File: config.mk
export PLATFORM = sky130hd
export DESIGN_NAME = zigzag_bram_reader
export DESIGN_NICKNAME = d
export VERILOG_FILES = /design/src/rtl/zigzag_bram_reader.sv
export SDC_FILE = /design/constraint.sdc
export NUM_CORES = 1
export LEC_CHECK = 0
export CELL_PAD_IN_SITES_DETAIL_PLACEMENT = 0
export CELL_PAD_IN_SITES_GLOBAL_PLACEMENT = 1
export CORE_MARGIN = 2
export CORE_UTILIZATION = 46
export CTS_BUF_LIST = sky130_fd_sc_hd__clkbuf_8
export CTS_CLUSTER_SIZE = 40
export DETAILED_ROUTE_END_ITERATION = 8
export PLACE_DENSITY_LB_ADDON = 0.1
export SLEW_MARGIN = 10
export SYNTH_ARGS = -nofsm -noshare
export SYNTH_HDL_FRONTEND = slang
export SYNTH_SLANG_ARGS = --single-unit
File: constraint.sdc
create_clock -name clk -period 7.2 [get_ports clk]
set_input_delay 1.08 -clock clk [delete_from_list [all_inputs] [get_ports clk]]
set_output_delay 1.08 -clock clk [all_outputs]
set_load 0.03 [all_outputs]
File: src/rtl/zigzag_bram_reader.sv
`default_nettype none
// ============================================================================
// zigzag_bram_reader: streams 64-coef blocks out of a 4-slot BRAM ring through
// a 2-entry skid FIFO. Define ZZ_REORDER_EN for JPEG zig-zag read order.
// Rev 1.0
// ============================================================================
module zigzag_bram_reader (
  input  logic        clk,
  input  logic        rst,
  input  logic        blk_valid,
  output logic        ce_BRAM_read,
  output logic [7:0]  addr_BRAM_read,
  input  logic [11:0] dout_BRAM,
  output logic [11:0] coef,
  output logic        coef_valid,
  input  logic        coef_ready,
  output logic        coef_last,
  output logic        blk_done,
  output logic        overflow
);

  typedef enum logic [1:0] {
    S_IDLE  = 2'd0,
    S_READ  = 2'd1,
    S_DRAIN = 2'd2
  } state_t;

  state_t      r_state;
  logic [5:0]  r_k;
  logic [1:0]  r_blk_idx;
  logic [7:0]  r_addr;
  logic        r_blk_done;
  logic [2:0]  r_pending;
  logic        r_overflow;
  logic        r_inflight;
  logic        r_inflight_last;
  logic [11:0] r_fifo_data [2];
  logic [1:0]  r_fifo_last;
  logic        r_wr_ptr;
  logic        r_rd_ptr;
  logic [1:0]  r_count;

  logic        w_pop;
  logic        w_issue;
  logic        w_avail;
  logic        w_accept;
  logic [2:0]  w_occ;
  logic [5:0]  w_pos;
  logic [7:0]  w_rd_addr;

`ifdef ZZ_REORDER_EN
  localparam logic [5:0] ZZ_TABLE [64] = '{
    6'd0,  6'd1,  6'd8,  6'd16, 6'd9,  6'd2,  6'd3,  6'd10,
    6'd17, 6'd24, 6'd32, 6'd25, 6'd18, 6'd11, 6'd4,  6'd5,
    6'd12, 6'd19, 6'd26, 6'd33, 6'd40, 6'd48, 6'd41, 6'd34,
    6'd27, 6'd20, 6'd13, 6'd6,  6'd7,  6'd14, 6'd21, 6'd28,
    6'd35, 6'd42, 6'd49, 6'd56, 6'd57, 6'd50, 6'd43, 6'd36,
    6'd29, 6'd22, 6'd15, 6'd23, 6'd30, 6'd37, 6'd44, 6'd51,
    6'd58, 6'd59, 6'd52, 6'd45, 6'd38, 6'd31, 6'd39, 6'd46,
    6'd53, 6'd60, 6'd61, 6'd54, 6'd47, 6'd55, 6'd62, 6'd63
  };
  assign w_pos = ZZ_TABLE[r_k];
`else
  assign w_pos = r_k;
`endif

  assign coef_valid = (r_count != 2'd0);
  assign coef       = r_fifo_data[r_rd_ptr];
  assign coef_last  = coef_valid & r_fifo_last[r_rd_ptr];
  assign blk_done   = r_blk_done;
  assign overflow   = r_overflow;

  assign w_pop     = coef_valid & coef_ready;
  // Credit check counts the slot freed by this cycle's pop so a full-rate
  // stream keeps one entry buffered and one read in flight.
  assign w_occ     = {1'b0, r_count} + {2'b00, r_inflight} - {2'b00, w_pop};
  assign w_issue   = (r_state == S_READ) && (w_occ < 3'd2);
  assign w_rd_addr = {r_blk_idx, w_pos};
  assign w_avail   = (r_pending > {2'b00, r_blk_done});
  assign w_accept  = blk_valid && (r_pending != 3'd4);

  assign ce_BRAM_read   = w_issue;
  assign addr_BRAM_read = w_issue ? w_rd_addr : r_addr;

  always_ff @(posedge clk or posedge rst) begin
    if (rst) begin
      r_state    <= S_IDLE;
      r_k        <= 6'd0;
      r_blk_idx  <= 2'd0;
      r_addr     <= 8'd0;
      r_blk_done <= 1'b0;
    end else begin
      r_blk_done <= 1'b0;
      if (w_issue) begin
        r_addr <= w_rd_addr;
      end
      case (r_state)
        S_IDLE: begin
          if (w_avail) begin
            r_state <= S_READ;
            r_k     <= 6'd0;
          end
        end
        S_READ: begin
          if (w_issue) begin
            if (r_k == 6'd63) begin
              r_state <= S_DRAIN;
            end else begin
              r_k <= r_k + 6'd1;
            end
          end
        end
        S_DRAIN: begin
          if (w_pop && coef_last) begin
            r_blk_done <= 1'b1;
            r_blk_idx  <= r_blk_idx + 2'd1;
            r_state    <= S_IDLE;
          end
        end
        default: r_state <= S_IDLE;
      endcase
    end
  end

  always_ff @(posedge clk or posedge rst) begin
    if (rst) begin
      r_pending       <= 3'd0;
      r_overflow      <= 1'b0;
      r_inflight      <= 1'b0;
      r_inflight_last <= 1'b0;
      r_fifo_data[0]  <= 12'd0;
      r_fifo_data[1]  <= 12'd0;
      r_fifo_last     <= 2'b00;
      r_wr_ptr        <= 1'b0;
      r_rd_ptr        <= 1'b0;
      r_count         <= 2'd0;
    end else begin
      r_inflight      <= w_issue;
      r_inflight_last <= w_issue && (r_k == 6'd63);
      if (blk_valid && (r_pending == 3'd4)) begin
        r_overflow <= 1'b1;
      end
      case ({w_accept, r_blk_done})
        2'b10:   r_pending <= r_pending + 3'd1;
        2'b01:   r_pending <= r_pending - 3'd1;
        default: r_pending <= r_pending;
      endcase
      if (r_inflight) begin
        r_fifo_data[r_wr_ptr] <= dout_BRAM;
        r_fifo_last[r_wr_ptr] <= r_inflight_last;
        r_wr_ptr              <= ~r_wr_ptr;
      end
      if (w_pop) begin
        r_rd_ptr <= ~r_rd_ptr;
      end
      r_count <= r_count + {1'b0, r_inflight} - {1'b0, w_pop};
    end
  end

endmodule
`default_nettype wire

==> summary.txt, run 1 <==
Run status
  – Outcome: finished, final reports clean

Global routing
  – First-pass GRT wire length: 7.49 mm
  – GRT Util Overall: 15.8%
  – Grt total ovfl: 0
  – Number of antenna violations at the first check in global routing: 0
  – Largest net degree at the start of global routing: 56
  – Vias in the first global route: 1599

Power
  – Power Dens Cells: 531 nW/um2
  – Leak Pwr: 1.31 nW
  – Total power: 0.00160 W
  – VDD IR max: 0.323 mV

Setup path
  – Reg2reg start: r_count[1]
  – Startpoint types: input port
  – Max Fanout on Critical Path: 11
  – Worst Reg-to-Reg Cells: 11
  – Worst setup EP type: output port
  – Worst Path Arrival: 4380 ps
  – Req. time, crit path: 6120 ps
  – Worst reg2reg setup slack: 3970 ps
  – Crit Path Class: input port to output port
  – Worst r2r dst: r_k[5]

Detailed routing
  – DRC errors left: 0
  – DR WL/cell: 14.5 um
  – DR vias/cell: 5.17
  – Final ANT Viol Nets: 0
  – DR iter-0 viols: 42
  – WL final: 4.33 mm
  – Vias: 1541
  – First-pass detailed-route iteration total: 4

Timing
  – Final Cycle Share: 75.8%
  – Setup Skew: 4.30 ps
  – Tmin final: 5460 ps
  – Final setup TNS: 0 ps
  – Worst-Margin Slew: 912 ps
  – Slew headroom: 39.1%
  – Fmax: 183 MHz
  – Hold Slack: 476 ps
  – Final Slew Violations: 0
  – Final Hold Viols: 0
  – Setup Viol. Count Final: 0
  – Final setup margin: 1740 ps
  – RSZ-0062 raised after global routing: false

Logic synthesis
  – Top-count cell post-synth: dfrtp_1
  – Syn Nets: 210
  – Post-Syn Instances: 187
  – Synth top area cells: dfrtp_1 (56%), mux2_2 (21%), ha_1 (2.5%), inv_1 (1.8%), fa_1 (1.6%)
  – Post-synthesis sequential area ratio: 55.6%
  – EDFF count, synth: 0
  – Cell variety after synth: 36
  – FF+latch count, synth: 55
  – Syn avg cell area: 13.2 um2
  – Share of synthesized registers carrying an async set or reset: 100%
  – Area leader, netlist: dfrtp_1
  – Yosys Warn Count: 0
  – Top cell type's share of synthesized area: 55.6%
  – Mapped Area: 2470 um2
  – Dominant synthesized flop cell: dfrtp_1
  – Commonest cells post-synth: dfrtp_1 (55), mux2_2 (47), inv_1 (12)

Placed design
  – DP Worst Slack: 1720 ps
  – DP HPWL: 3.11 mm
  – Placed instance count: 292
  – Number of I/O port buffers: 40
  – Placer Congestion: 0.774

Finish
  – Antenna Cells: 0
  – Ratio of cells with drive above 1 in the final layout: 26.8%
  – Final cell count without fillers: 298
  – Layout Nets: 252
  – Fillers: 435
  – Multi-input gate area: 1030 um2
  – FF+latch area: 1380 um2
  – Layout area overhead: 21.9%

Hold path
  – Worst Hold Path Cells: 1
  – Hold Path Class: flop to flop
  – Hold path start: r_blk_idx[1]
  – Hold Path Sink: r_blk_idx[1]

Clock tree
  – Insertion delay to the later sink of the worst-skew pair: 300 ps
  – Root Driver: clkbuf_8
  – Post-CTS Setup Bufs: 0
  – Num CTS Buffers: 5
  – Clk slew on worst S/H paths: 80 ps
  – H-tree levels: 2
  – CTS Hold Bufs: 0
  – CTS tree: yes
  – Post_cts resized: 0
  – Clock sinks: 55
  – CTS Buffer Depth: 2

Flow run
  – MaxCap Viol Count: 0

Floorplan
  – Std cell rows: 26
  – Die height: 77.4 um
  – Die ar.: 5980 um2
  – Core Box Area: 5140 um2
  – Initial Util: 48.1%
  – Die width: 77.4 um
  – Top-Level Pins: 41
-- cell type report --
cell class,instances,share of cell area (%)
flip-flops and latches,55,45.6
repair buffers,41,13.5
inverters,12,1.53
clock inverters,1,0.124
well taps,70,2.90
multi-input cells,114,34.0
clock buffers,5,2.28
-- where the power goes --
group	internal, W	total [W]	switching, W	leakage, nW
Clock	0.0000636	0.000151	0.0000871	0.0413
Sequential	0.000441	0.000536	0.0000950	0.644
Combinational	0.000443	0.000915	0.000472	0.624
Total	0.000947	0.00160	0.000654	1.31
-- stage by stage --
step / area [um2] / utilization (%)
after floorplan: 2470 / -
after global placement: 2940 / 57.3
after detailed placement: 2940 / 57.3
after CTS: 3020 / 58.7
after global routing: 3020 / 58.7
final: 3020 / 58.7
-- registers in the layout, summed over array words and instances, names as in the netlist, 2 cells and up --
| signal | flops |
|---|---|
| r_addr | 8 |
| r_blk_idx | 2 |
| r_count | 2 |
| r_fifo_data | 24 |
| r_fifo_last | 2 |
| r_k | 6 |
| r_pending | 3 |
| r_state | 2 |
-- kinds of logic (layout without fill, tap and decap cells) --
group / after synthesis / after routing / share of synthesized area, %
flip-flops: 55 / 55 / 55.6
multiplexers: 49 / 49 / 22.2
AND/OR/NAND/NOR: 36 / 36 / 7.43
buffers and inverters: 18 / 59 / 2.88
AO/OA/AOI/OAI: 14 / 14 / 4.60
XOR/XNOR: 8 / 8 / 3.13
adder cells (fa/ha/maj): 7 / 7 / 4.15
-- cells in the final DEF, fill, tap and decap left out, drive strengths merged, types with 2 or more instances in the layout --
| cell | n |
|---|---|
| o31ai | 3 |
| nand3b | 2 |
| clkbuf | 5 |
| mux2 | 47 |
| fa | 2 |
| mux2i | 2 |
| or2 | 2 |
| inv | 12 |
| xor2 | 4 |
| clkdlybuf4s50 | 40 |
| ha | 5 |
| o211ai | 2 |
| nor4 | 2 |
| nor2 | 9 |
| nand2 | 7 |
| dfrtp | 55 |
| nand3 | 5 |
| nand2b | 2 |
| o21ai | 2 |
| or3 | 2 |
| xnor2 | 4 |
-- critical path: stages --
cell and delay [ps]:
clkdlybuf4s50_1 410, o21ai_0 210, inv_1 100, ha_1 280, inv_1 50, ha_1 130, inv_1 50, fa_1 400
xnor2_2 210, nand3_1 420, mux2_2 380, clkdlybuf4s50_1 670
-- how the worst max path moves through the flow --
stage | from | end | slack, ps | cells past startpoint
floorplan | coef_ready | addr_BRAM_read[0] | 3040 | 11
finish | coef_ready | addr_BRAM_read[0] | 1740 | 12
global placement | coef_ready | addr_BRAM_read[1] | 1800 | 12
CTS | coef_ready | addr_BRAM_read[6] | 1700 | 12
detailed placement | coef_ready | addr_BRAM_read[5] | 1720 | 12
global route | coef_ready | addr_BRAM_read[6] | 1470 | 12
-- layer usage --
metal	share of wire, %	global-route usage [%]	vias up	wire [um]
met4	1.9	6.25	0	82
met1	43	19.4	769	1850
li1	-	-	727	-
met2	51	26.9	37	2200
met5	0	0	-	0
met3	4.7	3.95	8	203
No activity file was read; power rests on OpenSTA's default activity.
==> inputs of run 2 (changes only) <==
CORE_UTILIZATION = 44   (was 46)
clock period = 5.39 ns   (was 7.2 ns; I/O delays follow)
==> run 2 against run 1 <==
  * Cell area increased by 1.6%
  * Largest cell class unchanged
  * Sequential cell count unchanged
  * Hold slack improved by 5.8 ps
  * Highest routed layer unchanged
  * Sequential share of layout area decreased by 0.71 points
  * Core utilization decreased by 2.7 points
  * Non-clock buffer count unchanged
  * Global-route usage decreased by 0.16 points
  * Cell count increased by 1.3%
  * Critical path depth unchanged
  * Routed wire length increased by 4.9%
==> summary.txt, run 2 (synthesis gave the netlist of run 1 again) <==
Power
  – VDD IR max: 0.475 mV
  – Leak Pwr: 1.33 nW
  – Power Dens Cells: 726 nW/um2
  – P_int: 0.00133 W
  – Clock power share: 12.7%
  – Sw Ratio: 40.3%
  – Sequential share of power: 32.3%
  – Comb pwr share: 55.0%
  – Switch Pwr: 0.000895 W

Finish
  – Fillers: 476
  – Largest register FFs: 24
  – Most frequent cells in the layout: dfrtp_1 (55), mux2_2 (47), clkdlybuf4s50_1 (40)
  – Most common cell after layout, fill and taps aside: dfrtp_1
  – Largest Register: r_fifo_data
  – Antenna Cells: 0
  – Layout Nets: 252
  – Ratio of cells with drive above 1 in the final layout: 27.8%
  – Layout area overhead: 23.9%
  – Largest regs: r_fifo_data x24, r_addr x8, r_k x6
  – Final core occ: 56.0%
  – Final instance area: 3070 um2

Hold path
  – Hold Path Class: flop to flop

Floorplan
  – Die ar.: 6240 um2
  – Std cell rows: 27
  – Die height: 79 um
  – Core Box Area: 5470 um2
  – Top-Level Pins: 41
  – Die width: 79 um
  – Initial Util: 45.2%

Timing
  – Final setup TNS: 0 ps
  – Final Hold Viols: 0
  – Final Cycle Share: 91.2%
  – Final setup margin: 475 ps
  – RSZ-0062 raised after global routing: false
  – Setup Viol. Count Final: 0
  – Tmin final: 4920 ps
  – Fmax: 203 MHz
  – Worst-Margin Slew: 930 ps
  – Setup Skew: 6.71 ps
  – Final Slew Violations: 0
  – Hold Slack: 482 ps
  – Slew headroom: 38.0%

Setup path
  – Worst Reg-to-Reg Cells: 11
  – Worst setup EP type: output port
  – Worst r2r dst: r_k[5]
  – Last element of the critical path: addr_BRAM_read[0]
  – CP Buf/Inv Count: 5
  – Cell with the most instances on the worst path: inv_1
  – Req. time, crit path: 4580 ps
  – CP cell instances: clkdlybuf4s50_1 -> o21ai_0 -> inv_1 -> ha_1 -> inv_1 -> ha_1 -> inv_1 -> fa_1 -> xnor2_2 -> nand3_1 -> mux2_2 -> clkdlybuf4s50_1
  – CP peak stage delay: 670 ps
  – Crit Path Class: input port to output port
  – Max Fanout on Critical Path: 11
  – Worst Path Arrival: 4110 ps
  – Cell family with most CP delay: buffers and inverters
  – Slowest cell on crit path: clkdlybuf4s50_1
  – Reg2reg start: r_count[1]
  – Crit path depth: 12
  – Worst reg2reg setup slack: 2200 ps
  – Startpoint types: input port
  – Worst setup startpoint: coef_ready

Detailed routing
  – DRC errors left: 0
  – First-pass detailed-route iteration total: 4
  – DR vias/cell: 5.08
  – Final ANT Viol Nets: 0
  – WL final: 4.54 mm
  – DR WL/cell: 15.0 um
  – Vias: 1535
  – DR iter-0 viols: 58

Placed design
  – Number of I/O port buffers: 40
  – Dpl cell area: 2950 um2
  – DP Worst Slack: 463 ps
  – Placer Congestion: 0.755
  – DP HPWL: 3.22 mm

Clock tree
  – CTS Buffer Depth: 2
  – Clock sinks: 55
  – Num CTS Buffers: 5
  – Post_cts resized: 0
  – Post-CTS Setup Bufs: 0
  – Root Driver: clkbuf_8
  – Clk slew on worst S/H paths: 100 ps
  – Insertion delay to the later sink of the worst-skew pair: 310 ps
  – CTS tree: yes
  – CTS Hold Bufs: 0
  – H-tree levels: 2

Global routing
  – First-pass GRT wire length: 7.64 mm
  – Number of antenna violations at the first check in global routing: 0
  – Grt total ovfl: 0
  – GRT Util Overall: 15.7%
  – Largest net degree at the start of global routing: 56
  – Vias in the first global route: 1643

Run status
  – Outcome: finished, final reports clean

Flow run
  – MaxCap Viol Count: 0
-- run 2: cell count changes in the layout (fill, tap and decap cells not counted) --
cell / before / now
bufinv_16: 0 / 1
clkbuf_8: 5 / 6
clkinv_2: 1 / 2
inv_1: 12 / 11
-- run 2: area by class of cell --
class | count | area (um2) | area share, %
flip-flops and latches | 55 | 1380 | 44.9
well taps | 72 | 90.1 | 2.94
clock inverters | 2 | 35.0 | 1.14
multi-input cells | 114 | 1030 | 33.5
clock buffers | 6 | 82.6 | 2.69
repair buffers | 41 | 408 | 13.3
inverters | 12 | 46.3 | 1.51
-- run 2: worst min path at each step --
stage,from,to,cells past startpoint
2_1_floorplan,r_blk_idx[1],r_blk_idx[1],1
5_1_grt,r_blk_idx[1],r_blk_idx[1],1
4_1_cts,r_blk_idx[1],r_blk_idx[1],1
3_5_place_dp,overflow,overflow,1
3_3_place_gp,overflow,overflow,1
6_report,r_blk_idx[1],r_blk_idx[1],1
-- run 2: power groups by stage --
| stage | registers, W | logic (W) | clock network [W] |
|---|---|---|---|
| floorplan | 0.000681 | 0.000904 | 0 |
| global placement | 0.000715 | 0.00120 | 0 |
| detailed placement | 0.000729 | 0.00123 | 0 |
| CTS | 0.000720 | 0.00124 | 0.000293 |
| global route | 0.000748 | 0.00133 | 0.000306 |
| finish | 0.000718 | 0.00122 | 0.000282 |
-- run 2: through the flow --
stage          power (W)  instances
6_report         0.00222        302
5_1_grt          0.00238        302
4_1_cts          0.00225        302
3_5_place_dp     0.00196        294
3_3_place_gp     0.00191        294
2_1_floorplan    0.00159        187
-- run 2: layer usage --
| metal | up-vias | track usage [%] | routed length [um] |
|---|---|---|---|
| met1 | 756 | 20.0 | 2110 |
| met3 | 5 | 3.98 | 208 |
| met4 | 0 | 4.66 | 51 |
| li1 | 737 | - | - |
| met2 | 37 | 26.4 | 2170 |
| met5 | - | 0 | 0 |
==> inputs of run 3 (changes only) <==
TNS_END_PERCENT = 20   (was unset)
==> results of run 3 <==
Same layout as run 2: the final DEF is identical, and so are final timing and power.
